File: config.mk
export PLATFORM = sky130hd
export DESIGN_NAME = muldiv_seq
export DESIGN_NICKNAME = d
export VERILOG_FILES = /design/src/rtl/muldiv_seq.sv
export SDC_FILE = /design/constraint.sdc
export NUM_CORES = 1
export LEC_CHECK = 0
export CORE_MARGIN = 2
export CORE_UTILIZATION = 45
export CTS_BUF_LIST = sky130_fd_sc_hd__clkbuf_8
export CTS_CLUSTER_DIAMETER = 30
export DETAILED_ROUTE_END_ITERATION = 10
export GPL_TIMING_DRIVEN = 0
export PLACE_DENSITY = 0.72
export SYNTH_ARGS = -nofsm -noshare
export SYNTH_HDL_FRONTEND = slang
export SYNTH_SLANG_ARGS = --single-unit
File: constraint.sdc
create_clock -name i_clk_n -period 4.7 [get_ports i_clk_n]
set_clock_uncertainty 0.05 [all_clocks]
set_input_delay 0.94 -clock i_clk_n [delete_from_list [all_inputs] [get_ports i_clk_n]]
set_output_delay 0.94 -clock i_clk_n [all_outputs]
set_load 0.005 [all_outputs]
File: src/rtl/muldiv_seq.sv
// RV32M multiply/divide responder: shift-add multiply, restoring divide, one shared datapath.
// Latency: request cycle + 32/ITER_BITS CALC cycles busy, result in the DONE cycle; divide specials finish in 1 busy cycle.
// Backpressure: o_busy stalls the requester while i_md_en is high; dropping i_md_en mid-CALC aborts the operation.
module muldiv_seq #(
  parameter int ITER_BITS = 1
) (
  input  logic        i_clk_n,
  input  logic        i_rst,
  input  logic [31:0] i_in_a,
  input  logic [31:0] i_in_b,
  input  logic [2:0]  i_funct3,
  input  logic        i_md_en,
  output logic [31:0] o_result,
  output logic        o_busy
);

  typedef enum logic [1:0] {IDLE, CALC, DONE} state_t;

  localparam logic [4:0] CNT_STEP = 5'(ITER_BITS);
  localparam logic [4:0] CNT_LAST = 5'(32 - ITER_BITS);

  state_t      state_q, state_d;
  logic [4:0]  cnt_q, cnt_d;
  logic [63:0] acc_q, acc_d;     // mul: {partial hi, multiplier}; div: {remainder, dividend/quotient}
  logic [31:0] opb_q, opb_d;     // multiplicand or divisor magnitude
  logic [2:0]  f3_q, f3_d;
  logic        neg_q, neg_d;     // final result must be negated
  logic [31:0] result_q, result_d;

  logic        a_sgn, b_sgn, a_neg, b_neg;
  logic [31:0] a_mag, b_mag;
  logic        is_div, div_zero, div_ovf, res_neg;
  logic [63:0] acc_nxt;
  logic [32:0] sum, rem;
  logic [31:0] quo;
  logic [63:0] prod_f;
  logic [31:0] quo_f, rem_f, final_res;

  // Operand conditioning on the incoming request: magnitudes, signs, special cases
  always_comb begin
    a_sgn    = (i_funct3 == 3'b001) || (i_funct3 == 3'b010) ||
               (i_funct3 == 3'b100) || (i_funct3 == 3'b110);
    b_sgn    = (i_funct3 == 3'b001) || (i_funct3 == 3'b100) || (i_funct3 == 3'b110);
    a_neg    = a_sgn && i_in_a[31];
    b_neg    = b_sgn && i_in_b[31];
    a_mag    = a_neg ? (~i_in_a + 32'd1) : i_in_a;
    b_mag    = b_neg ? (~i_in_b + 32'd1) : i_in_b;
    is_div   = i_funct3[2];
    div_zero = is_div && (i_in_b == 32'd0);
    div_ovf  = is_div && !i_funct3[0] &&
               (i_in_a == 32'h8000_0000) && (i_in_b == 32'hFFFF_FFFF);
    case (i_funct3)
      3'b001, 3'b010, 3'b100: res_neg = a_neg ^ b_neg;
      3'b110:                 res_neg = a_neg;  // remainder follows the dividend
      default:                res_neg = 1'b0;
    endcase
  end

  // Shared iteration datapath: ITER_BITS multiply or divide steps per cycle
  always_comb begin
    acc_nxt = acc_q;
    sum     = '0;
    rem     = '0;
    quo     = '0;
    for (int i = 0; i < ITER_BITS; i++) begin
      if (!f3_q[2]) begin
        // add multiplicand when the multiplier LSB is set, then shift right with carry
        sum     = {1'b0, acc_nxt[63:32]} + (acc_nxt[0] ? {1'b0, opb_q} : 33'd0);
        acc_nxt = {sum, acc_nxt[31:1]};
      end else begin
        // shift next dividend bit into the remainder; subtract divisor if it fits
        rem = {acc_nxt[63:32], acc_nxt[31]};
        quo = {acc_nxt[30:0], 1'b0};
        if (rem >= {1'b0, opb_q}) begin
          rem    = rem - {1'b0, opb_q};
          quo[0] = 1'b1;
        end
        acc_nxt = {rem[31:0], quo};
      end
    end
  end

  // Sign correction and word select for the result registered on entry to DONE
  always_comb begin
    prod_f    = neg_q ? (~acc_nxt + 64'd1) : acc_nxt;
    quo_f     = neg_q ? (~acc_nxt[31:0] + 32'd1) : acc_nxt[31:0];
    rem_f     = neg_q ? (~acc_nxt[63:32] + 32'd1) : acc_nxt[63:32];
    final_res = '0;
    case (f3_q)
      3'b000:                 final_res = prod_f[31:0];
      3'b001, 3'b010, 3'b011: final_res = prod_f[63:32];
      3'b100, 3'b101:         final_res = quo_f;
      default:                final_res = rem_f;
    endcase
  end

  // Next-state and datapath load control for the IDLE/CALC/DONE sequencer
  always_comb begin
    state_d  = state_q;
    cnt_d    = cnt_q;
    acc_d    = acc_q;
    opb_d    = opb_q;
    f3_d     = f3_q;
    neg_d    = neg_q;
    result_d = result_q;
    case (state_q)
      IDLE: begin
        if (i_md_en) begin
          f3_d  = i_funct3;
          cnt_d = '0;
          if (div_zero) begin
            result_d = i_funct3[1] ? i_in_a : 32'hFFFF_FFFF;
            state_d  = DONE;
          end else if (div_ovf) begin
            result_d = i_funct3[1] ? 32'd0 : 32'h8000_0000;
            state_d  = DONE;
          end else begin
            // both ops start with A in the low word: multiplier or dividend
            acc_d   = {32'd0, a_mag};
            opb_d   = b_mag;
            neg_d   = res_neg;
            state_d = CALC;
          end
        end
      end
      CALC: begin
        if (!i_md_en) begin
          state_d = IDLE;
        end else begin
          acc_d = acc_nxt;
          cnt_d = cnt_q + CNT_STEP;
          if (cnt_q == CNT_LAST) begin
            result_d = final_res;
            state_d  = DONE;
          end
        end
      end
      DONE:    state_d = IDLE;
      default: state_d = IDLE;
    endcase
  end

  // State and datapath registers; reset clears everything including the result
  always_ff @(posedge i_clk_n or posedge i_rst) begin
    if (i_rst) begin
      state_q  <= IDLE;
      cnt_q    <= '0;
      acc_q    <= '0;
      opb_q    <= '0;
      f3_q     <= '0;
      neg_q    <= 1'b0;
      result_q <= '0;
    end else begin
      state_q  <= state_d;
      cnt_q    <= cnt_d;
      acc_q    <= acc_d;
      opb_q    <= opb_d;
      f3_q     <= f3_d;
      neg_q    <= neg_d;
      result_q <= result_d;
    end
  end

  assign o_busy   = i_md_en && (state_q != DONE);
  assign o_result = result_q;

endmodule

Word level (Yosys, flattened, before mapping)
Index checks and enable logic that the tools add are counted.

word-level totals
  memories kept = 0
  bits in latches = 0
  flip-flop bits (word level) = 139
  bits in read-only memories = 0
  bits in writable memories = 0

cells by class
  reduce and logical (&&, ||, !) cells = 26
  div/mod/pow operators = 0
  $add $sub $neg = 8
  bitwise operators = 8
  multiplexer cells = 33
  equality and inequality tests = 21
  shift operators = 0
  order comparisons = 1
  multiply operators = 0

operators with widths
  operator                 count
  $mux W32                 13
  $mux W64                 6
  $add A32 B1 Y32 const B  4
  $not A32 Y32             4
  $pmux W64 S2             1
  $pmux W32 S3             1
  $add A64 B1 Y64 const B  1
  $eq A32 B32 Y1 const B   2
  $not A64 Y64             1
  $pmux W32 S2             1
  $add A32 B32 Y33         1
  $ge A33 B32 Y1           1
  $logic_not A32 Y1        1
  $sub A32 B32 Y32         1
  $eq A3 B3 Y1 const B     4
  $ne A2 B2 Y1 const B     6
  $mux W2                  5
  $mux W5                  2
  $pmux W5 S2              1
  $reduce_and A5 Y1        2
  $eq A3 B2 Y1 const B     3
  $logic_and A1 B1 Y1      7
  $eq A3 B1 Y1 const B     2
  $ne A3 B3 Y1 const B     2
  18 further kinds         25

Longest topological paths before layout
Gate-level depths: netlist of run 1.

  word-level depth = 10
  mapped depth = 24
  mapped depth without buffers = 19

Least setup slack after synthesis of run 1
OpenSTA, ideal clock, no wires.

  path kind = flip-flop to flip-flop
  start = reg f3_q[2]
  end = reg result_q[24], in the netlist o_result[24]
  clock period less this slack = 5031 ps
  arrival time = 4887 ps
  path buffers = 8
  cell stages (with the launch flop) = 20
  setup time = 94 ps
  path slack = -331 ps
  cells stage by stage = dfrtp_1 -> clkbuf_1 -> clkbuf_1 -> buf_2 -> buf_1 -> buf_1 -> buf_1 -> clkbuf_1 -> clkbuf_1 -> and3_1 -> a21oi_1 -> inv_1 -> ha_1 -> nand4_1 -> nor4_1 -> nand2_1 -> o41ai_1 -> xnor2_1 -> a21oi_1 -> a211oi_1

on the way
  cells in the longest elaborated chain, start to end = 8
  elaborated cells on any way between the ends = 22

RTL lines
  what                                           line  text
  start, declared                                26    logic [2:0] f3_q, f3_d;
  start signal, assigned                         150   f3_q <= '0;
  start signal, assigned                         158   f3_q <= f3_d;
  $mux W64                                       66    if (!f3_q[2]) begin
  $not A64 Y64, or another cell as far along     85    prod_f = neg_q ? (~acc_nxt + 64'd1) : acc_nxt;
  $add A64 B1 Y64, or another cell as far along  85
  $mux W64, or another cell as far along         85
  $pmux W32 S3 *                                 89    case (f3_q)
  $mux W32 *                                     132   if (cnt_q == CNT_LAST) begin
  $mux W32 *                                     127   if (!i_md_en) begin
  $pmux W32 S2 *                                 106   case (state_q)
  end signal, assigned                           160   result_q <= result_d;
  end, declared                                  28    logic [31:0] result_q, result_d;

Every way passes the cells marked *; elsewhere a longest branch is shown, timed or not. The select of a mux whose other input is x is not followed.
A chain may end at the register's enable or synchronous reset.

Worst setup path in the final report of run 1
  start = reg acc_q[33]
  end = reg result_q[27], in the netlist o_result[27]

on the way
  cells in the longest elaborated chain, start to end = 10
  elaborated cells on any way between the ends = 19

RTL lines
  what                                                       line    text
  start, declared                                            24      logic [63:0] acc_q, acc_d;
  start signal, assigned                                     148     acc_q <= '0;
  start signal, assigned                                     156     acc_q <= acc_d;
  $sub A32 B32 Y32 / $ge A33 B32 Y1 (equally long branches)  75, 74
  $mux W32 / $mux W1 (equally long branches)                 74      if (rem >= {1'b0, opb_q}) begin
  $mux W64 *                                                 66
  $not A64 Y64, or another cell as far along                 85
  $add A64 B1 Y64, or another cell as far along              85
  $mux W64, or another cell as far along                     85
  $pmux W32 S3 *                                             89
  $mux W32 *                                                 132
  $mux W32 *                                                 127
  $pmux W32 S2 *                                             106

Marked as above.

==> impl_metrics.tcl, run 1 <==
set metrics [dict create \
    cts-root-buf "clkbuf_8" \
    grt_pass1_vias 16800 \
    mostFrequentLayoutCell "nand2_1" \
    cap_violations 0 \
    fin_tns_setup_ns -4.60 \
    required_ns 5.06 \
    initial_utilization_pct 45.4 \
    r2r_start "acc_q[33]" \
    run_status "finished, violations left" \
    worstSetupPathType "reg2reg" \
    cp.arrival_ns 5.45 \
    antenna_found_initial 1 \
    layout_common_cells "nand2_1 (231), o21ai_0 (191), nor2_1 (163)" \
    worstSkewPairLatency_ns 0.52 \
    fin_ws_ns -0.397 \
    rows 67 \
    synth_flop_cell "dfrtp_1" \
    syn_area_per_cell_sq_um 7.40 \
    fmaxAchievable_mhz 196 \
    ys_ff_latch 139 \
    period_share_pct 108 \
    synth_simple_gate_area_share_pct 21.9 \
    cp-start-kind "register" \
    synth_compound_gate_area_share_pct 30.3 \
    holdWs_ns 0.449 \
    slowest_delay_ns 0.52 \
    reg2reg_depth 17 \
    crit_start "acc_q[33]" \
    critPathCaptureType "register" \
    synth-async-reset-ratio_pct 100 \
    htreeDepth 4 \
    die_area_sq_mm 0.0351 \
    ir_worst_vdd_mv 0.434 \
    wl_per_cell_um 25.1 \
    seqPwrFrac_pct 16.1 \
    cts_tree "built" \
    place_ws_ns -2.67 \
    grt_max_degree 40 \
    synth_edf_count 0 \
    grt_pass1_wl_um 103000 \
    drt-total-wl_um 69600 \
    drive_gt1_share_pct 21.8 \
    via_per_inst 6.51 \
    final-hold-violation-count 0 \
    seqCellArea_sq_mm 0.00350 \
    combPwrFrac_pct 73.8 \
    ff2ff_setup_slack_ns -0.40 \
    final_util_pct 61.2 \
    hp-class "reg2reg" \
    pwr-share-clk_pct 10.1 \
    drt_first_iter_violations 2161 \
    hold_start "o_result[13]" \
    core_area_sq_mm 0.0334 \
    seq_area_frac_synth_pct 23.0 \
    antenna_left 0 \
    cts.path.max_buffers 2 \
    grt-ovfl-total 0 \
    fillers 3119 \
    critPathMaxFanout 6 \
    cts_made_buffers 17 \
    yosysUniqueCellTypes 88 \
    p_int_mw 5.20 \
    tightest_slew_ns 1.13 \
    multi_input_area_sq_mm 0.0126 \
    grt_use_total_pct 38.5 \
    die_w_um 187 \
    maxSlewViolCount 0 \
    synth_top_family_by_area "compound AO/OA/AOI/OAI gates" \
    rsz0062_at_grt "true" \
    synth_fa_ha_area_share_pct 6.13 \
    place.gp.congestion 1.00 \
    synth_warnings 0 \
    power_density_mw_per_mm2 527 \
    hpwl_um 52300 \
    crit_path_cell_trace "ha_4 -> nand4_1 -> nor4_4 -> a211oi_4 -> o22a_1 -> buf_6 -> buf_4 -> a31o_1 -> a31o_1 -> a211o_1 -> a2111oi_4 -> or3b_1 -> buf_6 -> or4_4 -> mux2i_1 -> a211oi_1 -> nor2_1" \
    fp.dieH_um 187 \
    setup_violations 22 \
    worstReg2RegEnd "o_result[27]" \
    vias 18000 \
    drt_pass1_iterations 7 \
    p_sw_share_pct 51.7 \
    synth_fp_nets 2188 \
    critPathSlowestCell "dfrtp_1" \
    violations "setup timing" \
    clk_pin_slew_ns 0.09 \
    port_buffers 101 \
    muxShareOfSynthArea_pct 3.88 \
    hold_end "o_result[13]" \
    synthCells 2045 \
    period_needed_ns 5.10 \
    finalNetCount 2448 \
    drc_errors 0 \
    synth_xor_xnor_area_share_pct 9.66 \
    cts-hold-fix-buffers 0 \
    power.total_mw 10.8 \
    power_switching_mw 5.55 \
    whs_path_depth 2 \
    slew_headroom_pct 24.9 \
    syn_area_sq_mm 0.0151 \
    clock_sinks 139 \
    num_io_pins 103 \
    cellLeakagePower_nw 8.11 \
    syn_to_final_growth_pct 34.8 \
]
[state kept, by name, indices dropped and copies added (netlist names)]
register,flops
neg_q,1
o_result,32
f3_q,3
acc_q,64
cnt_q,5
opb_q,32
state_q,2
[metal layers]
| metal | up-vias | GRT usage, % | part of all wire, % |
|---|---|---|---|
| met5 | - | 0 | 0.019 |
| met4 | 2 | 12.7 | 3.7 |
| met3 | 194 | 11.4 | 12 |
| met2 | 989 | 57.4 | 42 |
| met1 | 8816 | 53.2 | 42 |
| li1 | 8006 | - | - |
[power groups by stage]
stage | Combinational (mW) | Clock [mW] | Sequential, mW
2_1_floorplan | 3.96 | 0 | 1.60
3_3_place_gp | 5.51 | 0 | 1.71
3_5_place_dp | 5.56 | 0 | 1.71
4_1_cts | 6.83 | 1.08 | 1.71
5_1_grt | 8.33 | 1.14 | 1.75
6_report | 7.93 | 1.09 | 1.73
[cell families (layout without fill, tap and decap cells)]
family,count (synthesis),count (layout)
compound gates,710,710
xor+xnor,167,167
fa+ha+maj,73,73
buf+inv,198,471
flops,139,139
mux,56,56
other cells,0,1
simple gates,702,702
[cell usage after synthesis (all sizes together), types with 12 or more instances]
master	number	area, sq um
a211oi	23	183
a21o	26	195
a21oi	159	796
a22o	24	210
a31oi	32	200
and2	45	282
buf	24	125
clkbuf	95	358
dfrtp	139	3480
ha	71	888
inv	77	289
mux2	18	206
mux2i	38	380
nand2	244	923
nand2b	22	138
nand3	39	195
nand4	31	200
nor2	171	642
nor3	49	245
nor4	18	119
o211ai	33	248
o21a	16	120
o21ai	222	1110
o21bai	12	90.1
o22ai	17	113
o31ai	36	270
or2	12	75.1
or3	22	138
or4	12	93.8
xnor2	100	876
xor2	67	587
[stage by stage]
step / std cells / cell area (sq um)
floorplan: 2045 / 15200
global placement: 2594 / 16800
detailed placement: 2598 / 16800
CTS: 2710 / 19400
global route: 2766 / 20400
finish: 2767 / 20400
[final cells by class]
| type | instances | share of cell area (%) |
|---|---|---|
| clock inverter | 14 | 0.760 |
| multi-input combinational | 1708 | 61.9 |
| antenna | 1 | 0.0123 |
| buffer | 99 | 3.05 |
| clock buffer | 18 | 1.21 |
| sequential | 139 | 17.2 |
| tap | 448 | 2.75 |
| inverter | 79 | 1.50 |
| timing repair buffer | 261 | 11.7 |
[worst max-delay path: cells and delay by family, from the launching register on]
family	cells	cell delay [ns]
flops	1	0.52
compound gates	7	1.72
simple gates	5	1.74
fa+ha+maj	1	0.37
buf+inv	3	0.43
mux	1	0.15
[worst max-delay path by stage]
| stage | endpoint | slack [ns] |
|---|---|---|
| after CTS | o_result[27] | -0.15 |
| after floorplan | o_result[31] | -0.006 |
| after global placement | o_result[19] | -2.95 |
| after detailed placement | o_result[22] | -2.67 |
| final | o_result[27] | -0.40 |
| after global routing | o_result[30] | -0.46 |
[repair_timing]
| item | in CTS | in global routing |
|---|---|---|
| endpoints found under the setup margin | 131 | 123 |
| pin swaps | 77 | 104 |
| gates cloned | 2 | 1 |
| setup buffers | 96 | 57 |
| resized for setup | 316 | 133 |
Note: power is estimated with default switching activity, not from simulation.
==> inputs of run 2 (changes only) <==
CORE_MARGIN = unset   (was 2)
MAX_ROUTING_LAYER = met4   (was unset)
==> run 2 against run 1 <==
Against the previous run: the flow still finishes with violations (setup timing); global-route usage is 1.6 points higher; fmax rose by 2.4%; sequential power about the same; sequential cell count is the same; final cell count about the same; non-clock buffer count increased by 4; power barely moved; worst hold slack improved by 0.0017 ns; critical path depth rose by 6; critical path type unchanged; largest cell class unchanged.
==> impl_metrics.tcl, run 2 (synthesized netlist as in run 1, its figures left out) <==
set metrics [dict create \
    cap_violations 0 \
    cts_tree "built" \
    power.total_mw 10.7 \
    cts_made_buffers 17 \
    critPathCaptureType "register" \
    fp.dieH_um 185 \
    hpwl_um 51000 \
    grt_use_total_pct 40.1 \
    rows 66 \
    vias 18100 \
    ir_worst_vdd_mv 0.361 \
    fillers 2952 \
    cellLeakagePower_nw 8.09 \
    port_buffers 101 \
    die_w_um 185 \
    tightest_slew_ns 1.04 \
    grt_pass1_vias 16700 \
    setup_violations 22 \
    antenna_found_initial 2 \
    run_status "finished, violations left" \
    violations "setup timing" \
    via_per_inst 6.54 \
    drc_errors 0 \
    finalNetCount 2452 \
    hp-class "reg2reg" \
    fin_ws_ns -0.277 \
    largest_reg_flops 64 \
    grt_pass1_wl_um 99500 \
    syn_to_final_growth_pct 34.5 \
    top_register "acc_q" \
    fmaxAchievable_mhz 201 \
    place.gp.congestion 1.05 \
    htreeDepth 4 \
    initial_utilization_pct 46.2 \
    cts-hold-fix-buffers 0 \
    cp.arrival_ns 5.34 \
    maxSlewViolCount 0 \
    power_density_mw_per_mm2 528 \
    grt_max_degree 41 \
    critPathSlowestCell "dfrtp_2" \
    required_ns 5.07 \
    grt-ovfl-total 0 \
    clock_sinks 139 \
    period_share_pct 106 \
    layout_common_cells "nand2_1 (232), o21ai_0 (188), nor2_1 (163)" \
    cts-root-buf "clkbuf_8" \
    clk_pin_slew_ns 0.10 \
    drt_first_iter_violations 2191 \
    rsz0062_at_grt "true" \
    worstSetupPathType "reg2reg" \
    antenna_left 0 \
    whs_path_depth 2 \
    drive_gt1_share_pct 22.0 \
    drt-total-wl_um 68000 \
    cp-start-kind "register" \
    crit_path_cell_trace "inv_2 -> ha_4 -> nand4_1 -> nor4_4 -> a211oi_4 -> buf_4 -> o22ai_4 -> buf_6 -> nor2_4 -> buf_8 -> buf_12 -> nand2_4 -> a31oi_4 -> inv_2 -> ha_4 -> nand4_1 -> nor4_4 -> nand2_2 -> buf_6 -> o31ai_4 -> mux2i_2 -> a21oi_2 -> o211ai_1" \
    num_io_pins 103 \
    slowest_delay_ns 0.54 \
    reg2reg_depth 23 \
    cts.path.max_buffers 2 \
    worstSkewPairLatency_ns 0.50 \
    slew_headroom_pct 30.6 \
    period_needed_ns 4.98 \
    holdWs_ns 0.451 \
    place_ws_ns -2.52 \
    mostFrequentLayoutCell "nand2_1" \
    critPathMaxFanout 6 \
    final_util_pct 62.1 \
    die_area_sq_mm 0.0344 \
    core_area_sq_mm 0.0328 \
    drt_pass1_iterations 8 \
    final-hold-violation-count 0 \
    wl_per_cell_um 24.5 \
]
run 2: routing by layer:
| layer | track usage, % | up-vias | part of all wire [%] |
|---|---|---|---|
| li1 | - | 8006 | - |
| met1 | 52.6 | 8794 | 42 |
| met2 | 57.1 | 1086 | 42 |
| met3 | 11.2 | 230 | 12 |
| met4 | 17.3 | 0 | 4.7 |
| met5 | - | - | 0 |
run 2: report_power, final:
part	switching, mW	total [mW]	internal [mW]
clock network	0.576	1.06	0.486
logic	4.69	7.93	3.24
registers	0.330	1.75	1.42
run 2: stage by stage:
step           instance area, sq um  setup TNS, ns  std cells
6_report                      20300          -3.16       2768
2_1_floorplan                 15200       -0.00555       2045
3_3_place_gp                  16800        -293.15       2588
3_5_place_dp                  16800        -168.17       2592
5_1_grt                       20300          -5.29       2767
4_1_cts                       19300         -0.709       2724
run 2: area by class of cell:
class / count / area [sq um] / area share, %
Clock buffer: 18 / 248 / 1.22
Timing Repair Buffer: 261 / 2390 / 11.8
Sequential cell: 139 / 3500 / 17.2
Multi-Input combinational cell: 1708 / 12500 / 61.6
Tap cell: 442 / 553 / 2.72
Clock inverter: 14 / 146 / 0.719
Antenna cell: 4 / 10.0 / 0.0492
Buffer: 103 / 654 / 3.22
Inverter: 79 / 305 / 1.50
run 2: worst max-delay path, delay by kind of cell (launching register included):
kind / cells / cell delay, ns
adder cells (fa/ha/maj): 2 / 0.45
flip-flops: 1 / 0.54
AND/OR/NAND/NOR: 7 / 1.59
multiplexers: 1 / 0.27
buffers and inverters: 7 / 1.01
AO/OA/AOI/OAI: 6 / 0.97
run 2: final timing paths:
kind	from	end	slack (ns)
worst max-delay path	acc_q[31]	o_result[22]	-0.28
worst min-delay path	o_result[13]	o_result[13]	0.45
worst max register to register	acc_q[31]	o_result[22]	-0.28
worst min register to register	o_result[13]	o_result[13]	0.45
max in group asynchronous	i_rst	opb_q[10]	2.85
min in group asynchronous	i_rst	o_result[17]	0.84
run 2: timing repair:
| action | in CTS | in global routing |
|---|---|---|
| gates resized for setup | 288 | 162 |
| endpoints found under the setup margin | 131 | 124 |
| setup buffers | 113 | 43 |
| pin swaps | 102 | 94 |
| gates cloned | 0 | 2 |
